**config.mk**
```make
export PLATFORM = sky130hd
export DESIGN_NAME = ctrl_rtc_scheduler
export DESIGN_NICKNAME = d
export VERILOG_FILES = /design/src/rtl/ctrl_rtc_scheduler.sv
export SDC_FILE = /design/constraint.sdc
export NUM_CORES = 1
export LEC_CHECK = 0
export BUFFER_PORTS_ARGS = -buffer_cell sky130_fd_sc_hd__buf_2
export CORE_MARGIN = 2
export CORE_UTILIZATION = 50
export CTS_CLUSTER_SIZE = 20
export DETAILED_ROUTE_END_ITERATION = 7
export PLACE_DENSITY = 0.76
export REMOVE_ABC_BUFFERS = 1
export SYNTH_ARGS = -nofsm -noshare
export SYNTH_HDL_FRONTEND = slang
export SYNTH_SLANG_ARGS = --single-unit
```
**constraint.sdc**
```tcl
create_clock -name clk -period 3.6 [get_ports clk]
set_clock_uncertainty 0.1 [all_clocks]
set_input_delay 0.18 -clock clk [delete_from_list [all_inputs] [get_ports clk]]
set_output_delay 0.18 -clock clk [all_outputs]
set_load 0.01 [all_outputs]
```
**src/rtl/ctrl_rtc_scheduler.sv**
```systemverilog
// RTC access scheduler: time-slices the shared RTC bus between periodic six-register
// read sweeps and on-demand write jobs, inserting writes only between read jobs.
module ctrl_rtc_scheduler #(
    parameter int unsigned REFRESH_CYCLES = 100000,
    parameter int unsigned JOB_CYCLES     = 36
) (
    input  logic       clk,
    input  logic       reset,
    input  logic       enable,
    input  logic       wr_req,
    output logic [5:0] do_it_leer,
    output logic       do_it_escribir,
    output logic       wr_ack,
    output logic       sweep_done,
    output logic [1:0] rtc_owner,
    output logic       busy
);

    localparam int unsigned RW       = $clog2(REFRESH_CYCLES + 1);
    localparam int unsigned JW       = $clog2(JOB_CYCLES + 1);
    localparam int unsigned IW       = 3;
    localparam logic [IW-1:0] IDX_LAST = IW'(5);

    localparam logic [1:0] OWN_IDLE = 2'b00;
    localparam logic [1:0] OWN_RD   = 2'b01;
    localparam logic [1:0] OWN_WR   = 2'b10;

    typedef enum logic [2:0] {
        IDLE     = 3'd0,
        RD_START = 3'd1,
        RD_WAIT  = 3'd2,
        WR_START = 3'd3,
        WR_WAIT  = 3'd4
    } state_e;

    state_e        state_q, state_d;
    logic [IW-1:0] idx_q, idx_d;
    logic [JW-1:0] job_q, job_d;
    logic [RW-1:0] refresh_q, refresh_d;
    logic          sweep_pending_q, sweep_pending_d;
    logic          sweep_active_q, sweep_active_d;
    logic          wr_guard_q, wr_guard_d;

    logic [5:0]    leer_q, leer_d;
    logic          escribir_q, escribir_d;
    logic          wr_ack_q, wr_ack_d;
    logic          sweep_done_q, sweep_done_d;
    logic [1:0]    owner_q, owner_d;
    logic          busy_q, busy_d;

    logic          job_last;
    logic          refresh_tc;

    // Next-state, counters and flags
    always_comb begin
        state_d         = state_q;
        idx_d           = idx_q;
        job_d           = job_q;
        sweep_pending_d = sweep_pending_q;
        sweep_active_d  = sweep_active_q;
        wr_guard_d      = 1'b0;

        refresh_tc = (refresh_q == RW'(REFRESH_CYCLES - 1));
        refresh_d  = refresh_tc ? '0 : refresh_q + RW'(1);
        job_last   = (job_q == JW'(JOB_CYCLES - 1));

        case (state_q)
            IDLE: begin
                if (wr_req && !wr_guard_q) begin
                    state_d = WR_START;
                end else if (sweep_pending_q && enable) begin
                    state_d         = RD_START;
                    idx_d           = '0;
                    sweep_active_d  = 1'b1;
                    sweep_pending_d = 1'b0;
                end
            end
            RD_START: begin
                job_d   = '0;
                state_d = RD_WAIT;
            end
            RD_WAIT: begin
                job_d = job_q + JW'(1);
                if (job_last) begin
                    if (idx_q == IDX_LAST) begin
                        sweep_active_d = 1'b0;
                        idx_d          = '0;
                        state_d        = IDLE;
                    end else begin
                        idx_d   = idx_q + IW'(1);
                        state_d = wr_req ? WR_START : RD_START;
                    end
                end
            end
            WR_START: begin
                job_d   = '0;
                state_d = WR_WAIT;
            end
            WR_WAIT: begin
                job_d = job_q + JW'(1);
                if (job_last) begin
                    // Masks a requester that drops wr_req one cycle after the ack
                    wr_guard_d = 1'b1;
                    state_d    = sweep_active_q ? RD_START : IDLE;
                end
            end
            default: state_d = IDLE;
        endcase

        // A terminal count while a request is already waiting does not queue
        if (refresh_tc) begin
            sweep_pending_d = 1'b1;
        end
    end

    // Output decode from the upcoming state so the ports come straight from flops
    always_comb begin
        leer_d       = (state_d == RD_START) ? (6'(1) << idx_d) : 6'd0;
        escribir_d   = (state_d == WR_START);
        wr_ack_d     = (state_d == WR_WAIT) && (job_d == JW'(JOB_CYCLES - 1));
        sweep_done_d = (state_d == RD_WAIT) && (job_d == JW'(JOB_CYCLES - 1))
                       && (idx_d == IDX_LAST);
        busy_d       = (state_d != IDLE);
        case (state_d)
            RD_START, RD_WAIT: owner_d = OWN_RD;
            WR_START, WR_WAIT: owner_d = OWN_WR;
            default:           owner_d = OWN_IDLE;
        endcase
    end

    always_ff @(posedge clk) begin
        if (reset) begin
            state_q         <= IDLE;
            idx_q           <= '0;
            job_q           <= '0;
            refresh_q       <= '0;
            sweep_pending_q <= 1'b0;
            sweep_active_q  <= 1'b0;
            wr_guard_q      <= 1'b0;
            leer_q          <= 6'd0;
            escribir_q      <= 1'b0;
            wr_ack_q        <= 1'b0;
            sweep_done_q    <= 1'b0;
            owner_q         <= OWN_IDLE;
            busy_q          <= 1'b0;
        end else begin
            state_q         <= state_d;
            idx_q           <= idx_d;
            job_q           <= job_d;
            refresh_q       <= refresh_d;
            sweep_pending_q <= sweep_pending_d;
            sweep_active_q  <= sweep_active_d;
            wr_guard_q      <= wr_guard_d;
            leer_q          <= leer_d;
            escribir_q      <= escribir_d;
            wr_ack_q        <= wr_ack_d;
            sweep_done_q    <= sweep_done_d;
            owner_q         <= owner_d;
            busy_q          <= busy_d;
        end
    end

    assign do_it_leer     = leer_q;
    assign do_it_escribir = escribir_q;
    assign wr_ack         = wr_ack_q;
    assign sweep_done     = sweep_done_q;
    assign rtc_owner      = owner_q;
    assign busy           = busy_q;

endmodule

```
==> qor.json, run 1 <==
{
  "drt": {
    "drt-wirelength-per-cell_um": 13.7,
    "drt_drc_violations_left": 0,
    "drt-total-wl_um": 4380,
    "ant_nets": 0,
    "dr_total_vias": 1813,
    "drt_first_pass_iters": 4,
    "drt_iter0_drc": 174,
    "avgViaCountPerCell": 5.68
  },
  "timing": {
    "hold-worst-slack_ps": 166,
    "setup_slack_ps": 1240,
    "worstMarginPinSlew_ps": 727,
    "relSlewSlack_pct": 51.5,
    "maxClockFrequency_ghz": 0.424,
    "setup_viol_count_final": 0,
    "hold_violations": 0,
    "grt_setup_unrepaired": "no",
    "final_clock_period_utilization_by_the_worst_path_pct": 65.5,
    "finalSetupTns_ps": 0,
    "number_of_slew_limit_violations_in_the_final_report": 0,
    "finalCriticalPeriod_ps": 2360
  },
  "clocking": {
    "later_pin_clock_latency_in_the_skew_report_ps": 300,
    "postCtsResizedCells": 0,
    "number_of_buffers_created_by_cts": 5,
    "cts_max_level": 2,
    "cts_sinks": 44,
    "tritoncts": "done",
    "ctsLongestPathBuffers": 2,
    "cts_root_buf": "sky130_fd_sc_hd__clkbuf_8",
    "ctsHoldBuffers": 0,
    "postCtsSetupBuffers": 0,
    "cts.reportedPaths.clkPinSlew_ps": 90
  },
  "synth": {
    "synth_edf_count": 0,
    "synth-xor-area-share_pct": 6.50,
    "post_synth_fa_ha_maj_area_fraction_pct": 1.16,
    "synth_top_family_by_area": "simple AND/OR/NAND/NOR gates",
    "yosysSeqAreaShare_pct": 40.9,
    "post_synth_inst_count": 257,
    "synthesized_area_fraction_occupied_by_and_or_nand_nor_cells_pct": 31.5,
    "synth.ff_latch_count": 44,
    "cell_types_occupying_the_most_area_after_synthesis": "sky130_fd_sc_hd__dfxtp_1 41%, sky130_fd_sc_hd__nor2_1 6.4%, sky130_fd_sc_hd__xnor2_1 3.3%",
    "yosysTopAreaCellShare_pct": 40.9,
    "count_of_warnings_emitted_by_yosys": 0,
    "postSynth.asyncResetShare_pct": 0,
    "synth.area.mux_share_pct": 1.45,
    "postSynth.topFlopCell": "sky130_fd_sc_hd__dfxtp_1",
    "synthDistinctLibCells": 55,
    "synth_area_mm2": 0.00216,
    "postSynthAreaPerCell_um2": 8.39,
    "synth.largest_area_cell": "sky130_fd_sc_hd__dfxtp_1",
    "synth-compound-area-share_pct": 14.9
  },
  "placed_design": {
    "placedInstanceArea_mm2": 0.00225,
    "placement.io_buffers": 15,
    "gp_routability_congestion": 0.926,
    "dp.final_hpwl_um": 3060,
    "post-place-ws_ps": 1270
  },
  "min_path": {
    "timing.hold.worst.class": "in -> reg"
  },
  "global_routing": {
    "gr-usage-all-layers_pct": 18.9,
    "grt_start_max_net_pins": 23,
    "antenna_found_initial": 0,
    "grt_pass1_vias": 1608,
    "global_route_wire_length_before_repair_um": 7400,
    "grt_overflow_total": 0
  },
  "floorplanning": {
    "fp.dieArea_mm2": 0.00485,
    "dieWidth_um": 69.7,
    "floorplan.initialDensity_pct": 52.8,
    "core-area_mm2": 0.00409,
    "boundaryPins": 16,
    "die_height_um": 69.7,
    "rows": 23
  },
  "worst_setup_path": {
    "critical_path_arrival_ps": 2480,
    "path_max_fanout": 17,
    "crit_path_top_delay_cell": "sky130_fd_sc_hd__dfxtp_1",
    "crit_type": "reg -> reg",
    "critical_path_buf_inv_count": 0,
    "startpoint_types": "flip-flop",
    "cp.required_ps": 3720,
    "critical_path.max_stage_delay_ps": 640,
    "rrSetupSlack_ps": 1240,
    "cpLargestDelayFamily": "simple AND/OR/NAND/NOR gates",
    "cell_by_cell_trace_of_the_critical_path": "nor3b_1 -> a22oi_1 -> o32ai_2 -> o2111ai_1 -> nor4b_2",
    "endpoint_kind": "flip-flop"
  },
  "cells_and_area": {
    "fillCellCount": 386,
    "diode_count": 0,
    "post_route_cells_drive_above_1_share_pct": 13.0,
    "final_nets": 274,
    "area_added_between_synthesis_and_finish_pct": 8.82,
    "final_design_area_no_fill_mm2": 0.00235
  },
  "status": {
    "run_status": "finished clean"
  },
  "power": {
    "worst_case_vdd_ir_drop_mv": 0.165,
    "power_leakage_nw": 0.858,
    "power_density_over_cell_area_mw_per_mm2": 400
  },
  "flow_run": {
    "max-cap-violations": 0
  }
}
[metal layers]
layer	GRT usage, %	share of wire, %	vias to the layer above
li1	-	-	931
met3	4.51	4.4	8
met1	26.6	50	841
met4	8.97	2.1	0
met2	27.1	43	33
met5	0	0	-
[kinds of logic after synthesis]
logic type,count (synthesis)
AOI/OAI and AO/OA,44
adders and majority gates,2
muxes,3
DFF,44
and+or+nand+nor,128
buffers and inverters,20
xor gates and xnor gates,16
[per-stage QoR]
stage / power, W / utilization [%] / instances
after floorplan: 0.000588 / - / 246
after global placement: 0.000616 / 55.0 / 311
after detailed placement: 0.000617 / 55.0 / 311
after CTS: 0.000946 / 57.4 / 319
after global routing: 0.000981 / 57.4 / 319
final: 0.000937 / 57.4 / 319
[worst register-to-register path: cells and delay by family, from the launching register on]
family             cells  cell delay [ps]
AOI/OAI and AO/OA      3              760
and+or+nand+nor        2              770
DFF                    1              640
[cells in the final DEF, fill, tap and decap left out, drive strengths merged, types with 7 or more instances in the layout]
cell	count
dfxtp	44
nor2	37
nand2	18
buf	15
a21oi	12
nor3	11
nand3	10
nand2b	10
inv	9
xor2	8
xnor2	8
o21ai	7
nor4	7
[path summary, 6_finish.rpt]
kind,start,depth (start not counted),endpoint
hold reg to reg,refresh_q[0],1,refresh_q[0]
hold / removal,reset,2,job_q[1]
setup reg to reg,state_q[1],5,do_it_leer[2]
setup / recovery,state_q[1],5,do_it_leer[2]
[state kept, by name (all words and copies together), names as in the netlist, 2 cells and up]
| signal | flops |
|---|---|
| job_q | 6 |
| refresh_q | 17 |
| idx_q | 3 |
| do_it_leer | 6 |
| rtc_owner | 2 |
| state_q | 3 |
[Yosys cell counts (2+ instances only)]
| library cell | n |
|---|---|
| sky130_fd_sc_hd__nor3_1 | 10 |
| sky130_fd_sc_hd__a211oi_1 | 3 |
| sky130_fd_sc_hd__nand2b_1 | 10 |
| sky130_fd_sc_hd__dfxtp_1 | 44 |
| sky130_fd_sc_hd__inv_1 | 9 |
| sky130_fd_sc_hd__nor4_1 | 6 |
| sky130_fd_sc_hd__mux2i_1 | 2 |
| sky130_fd_sc_hd__clkbuf_1 | 6 |
| sky130_fd_sc_hd__buf_2 | 3 |
| sky130_fd_sc_hd__xnor2_1 | 8 |
| sky130_fd_sc_hd__o211ai_1 | 2 |
| sky130_fd_sc_hd__or2_2 | 2 |
| sky130_fd_sc_hd__or4_1 | 3 |
| sky130_fd_sc_hd__nor2b_1 | 2 |
| sky130_fd_sc_hd__buf_1 | 2 |
| sky130_fd_sc_hd__nand3_1 | 10 |
| sky130_fd_sc_hd__and2_1 | 4 |
| sky130_fd_sc_hd__nand2_1 | 18 |
| sky130_fd_sc_hd__and3_1 | 6 |
| sky130_fd_sc_hd__nor2_1 | 37 |
| sky130_fd_sc_hd__nand4_1 | 6 |
| sky130_fd_sc_hd__xor2_1 | 8 |
| sky130_fd_sc_hd__a21oi_1 | 12 |
| sky130_fd_sc_hd__ha_1 | 2 |
| sky130_fd_sc_hd__o21ai_0 | 7 |
| sky130_fd_sc_hd__o31ai_1 | 2 |
| sky130_fd_sc_hd__or3b_2 | 2 |
| sky130_fd_sc_hd__a211o_1 | 2 |
| sky130_fd_sc_hd__nor3b_1 | 3 |
[power breakdown]
group | total, W | internal [W] | switching [W] | leakage (nW)
clock network | 0.000331 | 0.000155 | 0.000176 | 0.0434
logic | 0.0000869 | 0.0000332 | 0.0000537 | 0.458
registers | 0.000519 | 0.000499 | 0.0000204 | 0.357
total | 0.000937 | 0.000687 | 0.000250 | 0.858
[cell type report]
class	instances	area [um2]	share of cell area, %
multi-input cells	193	1200	51.0
flip-flops and latches	44	881	37.5
clock buffers	6	82.6	3.52
clock inverters	2	15.0	0.640
repair buffers	15	75.1	3.20
well taps	50	62.6	2.67
inverters	9	33.8	1.44
(Power assumes the default switching activity.)
==> inputs of run 2 (changes only) <==
Clock period 3.6 ns to 2.4 ns, I/O delays scaled along.
==> run 2 against run 1 <==
Compared with the run above: clock power up 76%; sequential power grew 47%; combinational power increased by 90%; largest power group unchanged; first-iteration DRC count decreased by 26%; largest cell class unchanged; critical path type unchanged.
==> qor.json, run 2 (synthesis gave the netlist of run 1 again) <==
{
  "timing": {
    "number_of_slew_limit_violations_in_the_final_report": 0,
    "maxClockFrequency_ghz": 0.453,
    "finalSetupTns_ps": 0,
    "setup_viol_count_final": 0,
    "hold-worst-slack_ps": 121,
    "grt_setup_unrepaired": "no",
    "hold_violations": 0,
    "final_clock_period_utilization_by_the_worst_path_pct": 92.1,
    "worstMarginPinSlew_ps": 586,
    "relSlewSlack_pct": 60.5,
    "finalCriticalPeriod_ps": 2210
  },
  "worst_setup_path": {
    "cell_by_cell_trace_of_the_critical_path": "or4_1 -> or3_1 -> nor3_1 -> or2_1 -> nor2_1",
    "path_max_fanout": 14,
    "worstReg2RegEnd": "refresh_q[6]",
    "crit_type": "reg -> reg",
    "startpoint_types": "flip-flop",
    "critical_path_arrival_ps": 2280,
    "reg2reg_from": "refresh_q[11]",
    "reg2reg_depth": 5,
    "endpoint_kind": "flip-flop",
    "rrSetupSlack_ps": 190,
    "crit_path_top_delay_cell": "sky130_fd_sc_hd__or4_1",
    "cp.required_ps": 2470,
    "critical_path.max_stage_delay_ps": 510
  },
  "flow_run": {
    "max-cap-violations": 0
  },
  "cells_and_area": {
    "largest_register_ff_count": 17,
    "layout_common_cells": "44 x sky130_fd_sc_hd__dfxtp_1, 37 x sky130_fd_sc_hd__nor2_1, 18 x sky130_fd_sc_hd__nand2_1, 15 x sky130_fd_sc_hd__buf_2, 12 x sky130_fd_sc_hd__a21oi_1",
    "post_route_cells_drive_above_1_share_pct": 15.8,
    "registers.top_by_ff_count": "refresh_q",
    "diode_count": 0,
    "final_common_cell": "sky130_fd_sc_hd__dfxtp_1",
    "layout.core_utilization_pct": 59.5,
    "final_nets": 283,
    "area_added_between_synthesis_and_finish_pct": 12.8,
    "layoutNonFillerInstCount": 328
  },
  "floorplanning": {
    "floorplan.initialDensity_pct": 52.8,
    "rows": 23,
    "boundaryPins": 16,
    "dieWidth_um": 69.7,
    "core-area_mm2": 0.00409,
    "die_height_um": 69.7,
    "fp.dieArea_mm2": 0.00485
  },
  "min_path": {
    "beginning_of_the_worst_hold_path": "reset",
    "hold-path-endpoint": "idx_q[2]",
    "holdPathStages": 3,
    "timing.hold.worst.class": "in -> reg"
  },
  "drt": {
    "drt_drc_violations_left": 0,
    "ant_nets": 0,
    "drt-total-wl_um": 4540,
    "dr_total_vias": 1894,
    "drt-wirelength-per-cell_um": 13.8,
    "avgViaCountPerCell": 5.77,
    "drt_first_pass_iters": 4,
    "drt_iter0_drc": 129
  },
  "clocking": {
    "number_of_buffers_created_by_cts": 5,
    "cts_sinks": 44,
    "postCtsSetupBuffers": 0,
    "ctsLongestPathBuffers": 2,
    "later_pin_clock_latency_in_the_skew_report_ps": 300,
    "ctsHoldBuffers": 0,
    "tritoncts": "done",
    "cts_max_level": 2,
    "cts_root_buf": "sky130_fd_sc_hd__clkbuf_8",
    "postCtsResizedCells": 0,
    "cts.reportedPaths.clkPinSlew_ps": 90
  },
  "power": {
    "internal_power_w": 0.00113,
    "power_leakage_nw": 0.915,
    "seqPwrFrac_pct": 50.6,
    "share_comb_of_total_power_pct": 10.9,
    "power_density_over_cell_area_mw_per_mm2": 621,
    "worst_case_vdd_ir_drop_mv": 0.332,
    "p_total_w": 0.00151,
    "switchingPower_w": 0.000383,
    "clockPowerShare_pct": 38.5,
    "switching_share_pct": 25.4
  },
  "placed_design": {
    "numPlacedInstances": 320,
    "dp.final_hpwl_um": 3300,
    "gp_routability_congestion": 0.928,
    "placement.io_buffers": 15
  },
  "status": {
    "run_status": "finished clean"
  },
  "global_routing": {
    "grt_start_max_net_pins": 20,
    "grt_pass1_vias": 1801,
    "grt_overflow_total": 0,
    "gr-usage-all-layers_pct": 19.8,
    "antenna_found_initial": 0,
    "global_route_wire_length_before_repair_um": 7960
  }
}
run 2: worst max-delay path by stage:
stage                  start       endpoint  cells after the start
5_1_grt             job_q[0]  do_it_leer[0]                      6
6_report       refresh_q[11]   refresh_q[6]                      5
3_5_place_dp   refresh_q[11]   refresh_q[6]                      5
3_3_place_gp      state_q[0]         wr_ack                      6
4_1_cts        refresh_q[11]   refresh_q[6]                      5
2_1_floorplan     state_q[1]  do_it_leer[2]                      4
run 2: layout make-up:
class                   count  area, um2
fillers                   378       1660
multi-input cells         193       1200
flip-flops and latches     44        881
repair buffers             24        143
clock buffers               5       68.8
well taps                  50       62.6
clock inverters             3       46.3
inverters                   9       33.8
run 2: metrics by stage:
| stage | cell area [um2] | setup WS [ps] |
|---|---|---|
| 4_1_cts | 2430 | 214 |
| 3_5_place_dp | 2320 | 250 |
| 3_3_place_gp | 2320 | 285 |
| 5_1_grt | 2430 | 32.1 |
| 6_report | 2430 | 191 |
| 2_1_floorplan | 2110 | 326 |
run 2: metal layers:
layer | wire length, um | up-vias | global-route usage [%]
li1 | - | 954 | -
met2 | 2040 | 49 | 32.1
met5 | 0 | - | 0
met3 | 221 | 8 | 3.20
met4 | 66 | 0 | 7.26
met1 | 2210 | 883 | 26.5
run 2: power by group through the flow:
stage,logic [W],clock network [W],registers (W)
CTS,0.000164,0.000595,0.000764
floorplan,0.0000893,0,0.000792
detailed placement,0.000163,0,0.000781
finish,0.000165,0.000581,0.000764
global route,0.000184,0.000617,0.000767
global placement,0.000162,0,0.000780
run 2: worst max-delay path, delay by kind of cell (launching register included):
| kind | cells | cell delay (ps) |
|---|---|---|
| flip-flops | 1 | 350 |
| AND/OR/NAND/NOR | 5 | 1620 |
==> inputs of run 3 (changes only) <==
Settings changed: CORE_MARGIN 2 to 5.
==> run 3 against run 2 <==
Compared with the run above: die area increased by 18%; utilization fell by 0.98 points; total power shrank 9.7%; via count decreased by 2.9%; critical endpoint is now do_it_leer[3]; sequential power up 0.7%; largest cell class unchanged; critical path depth is 1 higher; highest routed layer unchanged; worst hold slack gained 28 ps.
==> qor.json, run 3 (synthesis gave the netlist of run 1 again) <==
{
  "drt": {
    "drt_drc_violations_left": 0,
    "drt-wirelength-per-cell_um": 13.8,
    "ant_nets": 0,
    "drt-total-wl_um": 4510,
    "dr_total_vias": 1839,
    "drt_iter0_drc": 124,
    "avgViaCountPerCell": 5.64,
    "drt_first_pass_iters": 4
  },
  "timing": {
    "maxClockFrequency_ghz": 0.465,
    "worstMarginPinSlew_ps": 570,
    "finalSetupTns_ps": 0,
    "relSlewSlack_pct": 61.6,
    "grt_setup_unrepaired": "no",
    "number_of_slew_limit_violations_in_the_final_report": 0,
    "setup_viol_count_final": 0,
    "hold_violations": 0,
    "hold-worst-slack_ps": 149,
    "setup_slack_ps": 249,
    "finalCriticalPeriod_ps": 2150,
    "final_clock_period_utilization_by_the_worst_path_pct": 89.6
  },
  "worst_setup_path": {
    "critPathLaunch": "job_q[0]",
    "cp.required_ps": 2500,
    "critical_path_arrival_ps": 2250,
    "endpoint_kind": "flip-flop",
    "worstReg2RegEnd": "do_it_leer[3]",
    "rrSetupSlack_ps": 250,
    "crit_type": "reg -> reg",
    "startpoint_types": "flip-flop",
    "reg2reg_depth": 6,
    "reg2reg_from": "job_q[0]",
    "path_max_fanout": 8
  },
  "power": {
    "worst_case_vdd_ir_drop_mv": 0.328,
    "power_leakage_nw": 0.895,
    "power_density_over_cell_area_mw_per_mm2": 570
  },
  "min_path": {
    "holdPathStages": 3,
    "beginning_of_the_worst_hold_path": "reset",
    "timing.hold.worst.class": "in -> reg",
    "hold-path-endpoint": "idx_q[2]"
  },
  "floorplanning": {
    "rows": 23,
    "die_height_um": 75.7,
    "dieWidth_um": 75.7,
    "boundaryPins": 16,
    "fp.dieArea_mm2": 0.00573,
    "floorplan.initialDensity_pct": 52.8,
    "core-area_mm2": 0.00409
  },
  "clocking": {
    "cts.reportedPaths.clkPinSlew_ps": 80,
    "cts_root_buf": "sky130_fd_sc_hd__clkbuf_8",
    "cts_max_level": 2,
    "later_pin_clock_latency_in_the_skew_report_ps": 290,
    "tritoncts": "done",
    "cts_sinks": 44,
    "ctsLongestPathBuffers": 2,
    "number_of_buffers_created_by_cts": 5
  },
  "placed_design": {
    "post-place-ws_ps": 188,
    "dp.final_hpwl_um": 3330,
    "placement.io_buffers": 15,
    "numPlacedInstances": 319,
    "placedInstanceArea_mm2": 0.00231,
    "gp_routability_congestion": 0.925
  },
  "flow_run": {
    "max-cap-violations": 0
  },
  "cells_and_area": {
    "layout_common_cells": "43 x sky130_fd_sc_hd__dfxtp_1, 37 x sky130_fd_sc_hd__nor2_1, 18 x sky130_fd_sc_hd__nand2_1, 15 x sky130_fd_sc_hd__buf_2, 12 x sky130_fd_sc_hd__a21oi_1",
    "fillCellCount": 393,
    "final_common_cell": "sky130_fd_sc_hd__dfxtp_1",
    "post_route_cells_drive_above_1_share_pct": 15.6,
    "diode_count": 0,
    "area_added_between_synthesis_and_finish_pct": 10.9,
    "final_design_area_no_fill_mm2": 0.00239,
    "final_nets": 282,
    "layoutNonFillerInstCount": 326,
    "registers.top_by_ff_count": "refresh_q",
    "largest_register_ff_count": 17
  },
  "global_routing": {
    "gr-usage-all-layers_pct": 17.5,
    "grt_pass1_vias": 1701,
    "antenna_found_initial": 0,
    "global_route_wire_length_before_repair_um": 7690,
    "grt_overflow_total": 0,
    "grt_start_max_net_pins": 20
  },
  "status": {
    "run_status": "finished clean"
  }
}
==> run 3: report_power, final <==
group	switching [W]	internal (W)
logic	0.0000954	0.0000632
registers	0.0000206	0.000749
clock network	0.000239	0.000197
total	0.000355	0.00101
==> run 3: how the worst max path moves through the flow <==
| stage | to | slack, ps |
|---|---|---|
| after floorplan | do_it_leer[2] | 330 |
| after global placement | wr_ack | 290 |
| after detailed placement | wr_ack | 190 |
| after CTS | sweep_done | 170 |
| after global routing | do_it_leer[3] | 70 |
| final | do_it_leer[3] | 250 |
==> run 3: per-layer routing <==
metal | global-route usage (%) | part of all wire (%) | up-vias
li1 | - | - | 951
met1 | 24.0 | 50 | 826
met2 | 27.0 | 44 | 48
met3 | 4.75 | 4.1 | 14
met4 | 5.24 | 2.1 | 0
met5 | 0 | 0 | -
==> run 3: cell type report <==
| cell class | instances | area [um2] | share of cell area (%) |
|---|---|---|---|
| clock buffers | 5 | 68.8 | 2.88 |
| multi-input cells | 193 | 1200 | 50.0 |
| inverters | 9 | 33.8 | 1.41 |
| repair buffers | 23 | 135 | 5.65 |
| clock inverters | 2 | 12.5 | 0.523 |
| flip-flops and latches | 44 | 882 | 36.9 |
| well taps | 50 | 62.6 | 2.62 |
==> run 3: critical path, stage by stage (launching register included) <==
cell                      delay [ps]
sky130_fd_sc_hd__dfxtp_1         460
sky130_fd_sc_hd__ha_1            260
sky130_fd_sc_hd__and3b_1         230
sky130_fd_sc_hd__nand2_1         130
sky130_fd_sc_hd__or4_1           440
sky130_fd_sc_hd__and2_4          190
sky130_fd_sc_hd__nor4_2          250
==> run 3: metrics by stage <==
step           util, %  power, W
2_1_floorplan        -  0.000882
3_3_place_gp      56.5  0.000942
3_5_place_dp      56.5  0.000943
4_1_cts           58.5   0.00138
5_1_grt           58.5   0.00144
6_report          58.5   0.00136
==> run 3: timing repair <==
action | in CTS | in global routing
gates resized for setup | 0 | 1
setup endpoints to repair | 0 | 2
hold buffers | 0 | 0
setup buffers | 0 | 0
hold endpoints to repair | 0 | 0
